## src/rtl/boot_sequencer_if.sv

```systemverilog
// Loader-stream and instruction-memory write port of the boot sequencer.
// The sequencer takes the slave side; the loader/memory environment the master side.
interface boot_sequencer_if #(
  parameter int ADDRESS_WIDTH = 32,
  parameter int INSTR_WIDTH   = 32
);
  logic                     ld_valid;
  logic [INSTR_WIDTH-1:0]   ld_data;
  logic                     ld_last;
  logic                     ld_ready;
  logic                     mem_we;
  logic [ADDRESS_WIDTH-1:0] mem_addr;
  logic [INSTR_WIDTH-1:0]   mem_wdata;

  modport master (
    output ld_valid, ld_data, ld_last,
    input  ld_ready, mem_we, mem_addr, mem_wdata
  );

  modport slave (
    input  ld_valid, ld_data, ld_last,
    output ld_ready, mem_we, mem_addr, mem_wdata
  );
endinterface

```

## src/rtl/boot_sequencer.sv

```systemverilog
// Boot sequencer: streams a program image into instruction memory, then releases the fetch unit.
// Optional macro BOOT_CHECKSUM_EN adds a trailing checksum beat that must match the word sum.
module boot_sequencer #(
  parameter int ADDRESS_WIDTH = 32,
  parameter int INSTR_WIDTH   = 32,
  parameter int N             = 32
) (
  input  logic                  clk,
  input  logic                  n_reset,
  input  logic                  start,
  input  logic                  halt_req,
  boot_sequencer_if.slave       bus,
  output logic                  core_n_reset,
  output logic                  load,
  output logic [31:0]           run_cycles,
  output logic                  done,
  output logic                  err
);
  localparam int CW = $clog2(N) + 1;

  localparam logic [1:0] S_IDLE = 2'd0;
  localparam logic [1:0] S_LOAD = 2'd1;
  localparam logic [1:0] S_RUN  = 2'd2;
  localparam logic [1:0] S_HALT = 2'd3;

  logic [1:0]    r_state;
  logic [CW-1:0] r_wcnt;
  logic [31:0]   r_run_cycles;
  logic          r_done;

  logic w_acc;
  logic w_we;
  logic w_final;
  logic w_enter_load;

  assign w_acc        = (r_state == S_LOAD) && bus.ld_valid;
  assign w_final      = bus.ld_last || (r_wcnt == CW'(N - 1));
  assign w_enter_load = start && ((r_state == S_IDLE) || (r_state == S_HALT));

`ifdef BOOT_CHECKSUM_EN
  logic [31:0] r_sum;
  logic        r_ck_phase;
  logic        r_err;

  // The checksum beat is accepted like a word but never reaches memory.
  assign w_we = w_acc && !r_ck_phase;
  assign err  = r_err;

  always_ff @(posedge clk or negedge n_reset) begin
    if (!n_reset) begin
      r_state      <= S_IDLE;
      r_wcnt       <= '0;
      r_run_cycles <= '0;
      r_done       <= 1'b0;
      r_err        <= 1'b0;
      r_sum        <= '0;
      r_ck_phase   <= 1'b0;
    end else begin
      case (r_state)
        S_LOAD: begin
          if (w_acc) begin
            if (!r_ck_phase) begin
              r_sum  <= r_sum + 32'(bus.ld_data);
              r_wcnt <= r_wcnt + 1'b1;
              if (w_final) r_ck_phase <= 1'b1;
            end else if (32'(bus.ld_data) == r_sum) begin
              r_state <= S_RUN;
              r_done  <= 1'b1;
            end else begin
              r_state <= S_IDLE;
              r_err   <= 1'b1;
            end
          end
        end
        S_RUN: begin
          r_run_cycles <= r_run_cycles + 32'd1;
          if (halt_req) r_state <= S_HALT;
        end
        default: begin
          if (w_enter_load) begin
            r_state      <= S_LOAD;
            r_wcnt       <= '0;
            r_run_cycles <= '0;
            r_done       <= 1'b0;
            r_err        <= 1'b0;
            r_sum        <= '0;
            r_ck_phase   <= 1'b0;
          end
        end
      endcase
    end
  end
`else
  assign w_we = w_acc;
  assign err  = 1'b0;

  always_ff @(posedge clk or negedge n_reset) begin
    if (!n_reset) begin
      r_state      <= S_IDLE;
      r_wcnt       <= '0;
      r_run_cycles <= '0;
      r_done       <= 1'b0;
    end else begin
      case (r_state)
        S_LOAD: begin
          if (w_acc) begin
            r_wcnt <= r_wcnt + 1'b1;
            if (w_final) begin
              r_state <= S_RUN;
              r_done  <= 1'b1;
            end
          end
        end
        S_RUN: begin
          r_run_cycles <= r_run_cycles + 32'd1;
          if (halt_req) r_state <= S_HALT;
        end
        default: begin
          if (w_enter_load) begin
            r_state      <= S_LOAD;
            r_wcnt       <= '0;
            r_run_cycles <= '0;
            r_done       <= 1'b0;
          end
        end
      endcase
    end
  end
`endif

  // Address and data are zeroed off-beat so the memory bus idles quiet.
  assign bus.mem_we    = w_we;
  assign bus.mem_addr  = w_we ? ADDRESS_WIDTH'({r_wcnt, 2'b00}) : '0;
  assign bus.mem_wdata = w_we ? bus.ld_data : '0;
  assign bus.ld_ready  = (r_state == S_LOAD);

  assign core_n_reset = (r_state == S_RUN) || (r_state == S_HALT);
  assign load         = (r_state == S_RUN);
  assign run_cycles   = r_run_cycles;
  assign done         = r_done;
endmodule

```

## src/flat_wrapper.sv

```systemverilog
// flat-port wrapper written by rule: the top's interface ports become plain ports
module boot_sequencer_flat 
#(
  parameter int ADDRESS_WIDTH = 32,
  parameter int INSTR_WIDTH   = 32,
  parameter int N             = 32
)
  (clk, n_reset, start, halt_req, core_n_reset, load, run_cycles, done, err, bus_ld_valid, bus_ld_data, bus_ld_last, bus_ld_ready, bus_mem_we, bus_mem_addr, bus_mem_wdata);
  boot_sequencer_if #(.ADDRESS_WIDTH(ADDRESS_WIDTH), .INSTR_WIDTH(INSTR_WIDTH)) bus_i ();
  input  logic clk;
  input  logic n_reset;
  input  logic start;
  input  logic halt_req;
  output logic core_n_reset;
  output logic load;
  output logic [31:0] run_cycles;
  output logic done;
  output logic err;
  input wire logic [$bits(bus_i.ld_valid)-1:0] bus_ld_valid;
  input wire logic [$bits(bus_i.ld_data)-1:0] bus_ld_data;
  input wire logic [$bits(bus_i.ld_last)-1:0] bus_ld_last;
  output wire logic [$bits(bus_i.ld_ready)-1:0] bus_ld_ready;
  output wire logic [$bits(bus_i.mem_we)-1:0] bus_mem_we;
  output wire logic [$bits(bus_i.mem_addr)-1:0] bus_mem_addr;
  output wire logic [$bits(bus_i.mem_wdata)-1:0] bus_mem_wdata;
  assign bus_i.ld_valid = bus_ld_valid;
  assign bus_i.ld_data = bus_ld_data;
  assign bus_i.ld_last = bus_ld_last;
  assign bus_ld_ready = bus_i.ld_ready;
  assign bus_mem_we = bus_i.mem_we;
  assign bus_mem_addr = bus_i.mem_addr;
  assign bus_mem_wdata = bus_i.mem_wdata;
  boot_sequencer #(.ADDRESS_WIDTH(ADDRESS_WIDTH), .INSTR_WIDTH(INSTR_WIDTH), .N(N)) u_core (.clk(clk), .n_reset(n_reset), .start(start), .halt_req(halt_req), .bus(bus_i), .core_n_reset(core_n_reset), .load(load), .run_cycles(run_cycles), .done(done), .err(err));
endmodule
```

## config.mk

```make
export PLATFORM = sky130hd
export DESIGN_NAME = boot_sequencer_flat
export DESIGN_NICKNAME = d
export VERILOG_FILES = /design/src/rtl/boot_sequencer_if.sv /design/src/rtl/boot_sequencer.sv /design/src/flat_wrapper.sv
export SDC_FILE = /design/constraint.sdc
export NUM_CORES = 1
export LEC_CHECK = 0
export ABC_AREA = 1
export CORE_MARGIN = 10
export CORE_UTILIZATION = 40
export CTS_BUF_LIST = sky130_fd_sc_hd__clkbuf_4 sky130_fd_sc_hd__clkbuf_8
export CTS_CLUSTER_SIZE = 30
export DETAILED_ROUTE_END_ITERATION = 8
export PLACE_DENSITY_LB_ADDON = 0.15
export SLEW_MARGIN = 20
export SYNTH_ARGS = -nofsm -noshare
export SYNTH_HDL_FRONTEND = slang
export SYNTH_SLANG_ARGS = --single-unit
```

## constraint.sdc

```tcl
create_clock -name clk -period 3 [get_ports clk]
set_input_delay 0.6 -clock clk [delete_from_list [all_inputs] [get_ports clk]]
set_output_delay 0.6 -clock clk [all_outputs]
set_load 0.02 [all_outputs]
```

# Word level (Yosys, flattened, before mapping)
# Index checks and enable logic that the tools add are counted.
# op_classes
bitwise	2
n_reduce_logical	13
n_eq_ne	7
addsub	2
muxes	16
# ops
cell	count
$mux W32	2
$pmux W32 S2	1
$add A32 B1 Y32 const B	1
$mux W6	2
$pmux W6 S2	1
$mux W2	4
$mux W8	1
$reduce_and A4 Y1	2
$add A6 B1 Y6 const B	1
$eq A6 B5 Y1 const B	1
$eq A2 B2 Y1 const B	2
$ne A2 B1 Y1 const B	2
$pmux W2 S2	1
$reduce_bool A2 Y1	2
$logic_or A1 B1 Y1	3
$mux W1	3
$reduce_and A3 Y1	1
$reduce_bool A3 Y1	1
$eq A2 B1 Y1 const B	1
$logic_and A1 B1 Y1	2
$logic_not A2 Y1	1
$ne A2 B2 Y1 const B	1
$not A1 Y1	2
$pmux W1 S2	1
$reduce_and A2 Y1	1
# word_totals
reg_bits	41
output_inout_bits	102
in_bits	38
elab_cells	44

# Depth between registers and ports, before layout
# depth
depth_word	5
ltp_mapped	11
mapped_depth_nobuf	11

# Least setup slack after synthesis
# No wires, ideal clock.
# synth_timing
path_type	reg2out
start	register u_core.r_state[1]
end	output port bus_mem_addr[2]
stages_incl_launch_ff	7
required_time_ps	2400
setup_slack_ps	736
t_arrival_ps	1664
path_buffers	2
cell_sequence	dfrtp_1 -> inv_1 -> ha_1 -> nand2_1 -> clkbuf_1 -> buf_1 -> nor2_1
# synth_between
elab_chain_cells	3
# synth_lines
element	line	rtl
start: declaration	boot_sequencer.sv:26	logic [1:0] r_state;
start signal: assignment	boot_sequencer.sv:99	r_state <= S_IDLE;
start signal: assignment	boot_sequencer.sv:109	r_state <= S_RUN;
start signal: assignment	boot_sequencer.sv:116	if (halt_req) r_state <= S_HALT;
$eq A2 B1 Y1	n/a	
named net bus_ld_ready	flat_wrapper.sv:22	output wire logic [$bits(bus_i.ld_ready)-1:0] bus_ld_ready;
$logic_and A1 B1 Y1	boot_sequencer.sv:36	assign w_acc = (r_state == S_LOAD) && bus.ld_valid;
$mux W8	boot_sequencer.sv:133	assign bus.mem_addr = w_we ? ADDRESS_WIDTH'({r_wcnt, 2'b00}) : '0;
end: declaration	flat_wrapper.sv:24	output wire logic [$bits(bus_i.mem_addr)-1:0] bus_mem_addr;
# The timed path passes the listed nets, and every way through them passes these cells.

# Final worst setup path
# layout_timing
start	register u_core.r_state[1]
end	output port bus_mem_wdata[31]
# layout_between
elab_chain_cells	3
# layout_lines
element	line	rtl
$eq A2 B1 Y1	boot_sequencer.sv:36	
$logic_and A1 B1 Y1	boot_sequencer.sv:36	
$mux W32	boot_sequencer.sv:134	assign bus.mem_wdata = w_we ? bus.ld_data : '0;
end: declaration	flat_wrapper.sv:25	output wire logic [$bits(bus_i.mem_wdata)-1:0] bus_mem_wdata;
# No other way between the ends.

==> results.toml <==
[run_status]
status = "finished clean"

[yosys]
synth_edf_count = 0
synthTopCellsByCount = "nor2_1, nand2_1, inv_1"
synth_warnings = 0
synth.largest_area_cell = "dfrtp_1"
yosysMostFrequentCell = "nor2_1"
yosys-top-cells-area = "dfrtp_1, nor2_1, nand2_1, inv_1, buf_4"
postSynthAreaPerCell_sq_um = 6.458
synth_top_area_share = 0.3461
ys.flop_type = "dfrtp_1"
ys_types = 28
syn_area_sq_mm = 0.002964
ys_seq_area_frac = 0.3461
async_flop_share = 1.000
synth-seq-cells = 41
synth_cells = 459

[power]
fin_total_pwr_mw = 2.340
vdd_drop_max_uv = 423.1
powerDensity_mw_per_mm2 = 558.4
power.leakage_nw = 2.059

[hold_path]
hp-class = "input port to asynchronous set/reset pin"

[clock_network]
clk_pin_slew_worst_paths_ps = 90
cts_resized = 0
clkLatencyLatePin_ps = 300
postCtsSetupBuffers = 0
numCtsBuffers = 5
clock-sinks = 41
cts_root_buf = "clkbuf_8"
tritoncts = "done"
ctsHtreeMaxLevel = 2
clockBufferDepth = 2
holdBufCountCts = 0

[drt]
drc = 0
viasPerCell = 4.474
routed_wl_um = 9021
num_vias = 3002
ant_nets = 0
firstDrtPassIters = 6
wl_per_cell_um = 13.44
drtIter0Drc = 135

[worst_setup_path]
crit_arrival_ps = 2140
path_depth = 6
max_stage_delay_ps = 630
worstReg2RegStart = "u_core.r_state[1]"
cp.required_ps = 2400
reg2reg_depth = 10
crit_chain = "inv_1, ha_1, nand2_1, buf_4, nor2_1, clkdlybuf4s50_1"
critPathCaptureType = "output port"
critical-path-top-delay-family = "buffers and inverters"
startpoint_type = "flip-flop"
path_max_fanout = 24
regToRegSetupSlack_ps = 900
cp-startpoint = "u_core.r_state[1]"
critical_path_class = "flip-flop to output port"
r2r_end = "u_core.r_wcnt[4]"
crit_slowest_cell = "clkdlybuf4s50_1"
path_buf_inv = 3

[sta]
finalCritPeriodShare = 0.9125
clock_skew_ps = 11.59
slew_viol_final = 0
clock.fmax_mhz = 365.3
whs_ps = 444.7
worst_pin_slew_ps = 964.2
rsz0062_at_grt = "false"
fin_tns_setup_ps = 0
finalHoldViolCount = 0
setup_violations = 0
period_minus_slack_ps = 2738
slew-limit-headroom = 0.3572

[final_layout]
fillers = 716
nets = 615
area_growth_pct = 41.41
antenna_cells = 0
seq_area_sq_mm = 0.001026
final_layout_size_suffix_gt1_frac = 0.05070
multiInputGateArea_sq_mm = 0.001501

[placed_design]
gp_congestion = 0.8505
port_buffers = 112
dpl.hpwl_um = 7292

[run]
maxCapViolCount = 0

[global_routing]
track_usage = 0.1543
grt_pass1_vias = 3010
grt_antenna_before_repair = 0
grt_max_degree = 42
grt_pass1_wl_um = 14580
grt_overflow_total = 0

[floorplanning]
start_util = 0.4109
ios = 140
core-area_sq_mm = 0.007214
row_count = 31
dieArea_sq_mm = 0.01125
die_h_um = 106.1
fp.dieW_um = 106.1
## worst reg2reg max path, cell delays in order (launching register included)
cell and delay, ps:
dfrtp_1 410, inv_1 80, ha_1 260, inv_2 160, nand3_2 140, nor2_4 200, inv_2 240, nand2_2 220
nand2_1 90, o21ai_0 150, nor2_1 50
## cell families after synthesis
kind of cell             count (synthesis)  share of synthesized area
AO/OA/AOI/OAI                           32                    0.05656
AND/OR/NAND/NOR                        267                     0.3905
adder cells (fa/ha/maj)                  6                    0.02533
flip-flops                              41                     0.3461
buffers and inverters                  112                     0.1802
other                                    1                   0.001265
## per-layer routing
metal / up-vias / wire length [um] / GRT usage / part of all wire
met1: 1334 / 3554 / 0.1661 / 0.39
met4: 0 / 77 / 0.04159 / 0.0085
met5: - / 0 / 0 / 0
met2: 103 / 4373 / 0.2571 / 0.48
met3: 6 / 1015 / 0.08514 / 0.11
li1: 1559 / - / - / -
## flip-flops by register name, indices dropped and copies added (netlist names)
name	cells
u_core.r_wcnt	6
u_core.r_state	2
u_core.done	1
u_core.run_cycles	32
## cell usage in the layout, fill, tap and decap left out, types with 4 or more instances in the layout
cell type,instances
a21oi_1,19
clkbuf_8,6
o21ai_0,9
nor2_1,117
conb_1,27
nand4_1,9
nor2_4,4
nand2_2,4
dfrtp_1,41
ha_1,6
nand2_1,102
nand3_1,18
clkdlybuf4s50_1,111
inv_1,74
## report_power, final
part           switching (mW)  internal, mW
registers              0.0672         0.616
clock network           0.202         0.281
logic                   0.723         0.451
## cell type report
type,count,share of cell area
Timing Repair Buffer,114,0.2698
Sequential cell,41,0.2448
Tap cell,99,0.02955
Clock inverter,1,0.007164
Clock buffer,7,0.02149
Multi-Input combinational cell,332,0.3582
Inverter,77,0.06896
## stage by stage
step / util / instance area, sq um / std cells / setup slack (ps)
final: 0.5810 / 4192 / 671 / 262.5
after global routing: 0.5810 / 4192 / 671 / 96.66
after CTS: 0.5810 / 4192 / 671 / 218.8
after detailed placement: 0.5643 / 4071 / 663 / 268.7
after global placement: 0.5643 / 4071 / 663 / 294.4
after floorplan: - / 3062 / 485 / 736.2
## how the worst max path moves through the flow
| stage | endpoint | slack [ps] |
|---|---|---|
| global route | bus_mem_wdata[15] | 100 |
| CTS | bus_mem_addr[7] | 220 |
| detailed placement | bus_mem_wdata[10] | 270 |
| floorplan | bus_mem_addr[2] | 740 |
| global placement | bus_mem_wdata[10] | 290 |
| finish | bus_mem_wdata[31] | 260 |
No activity file was read; power rests on OpenSTA's default activity.
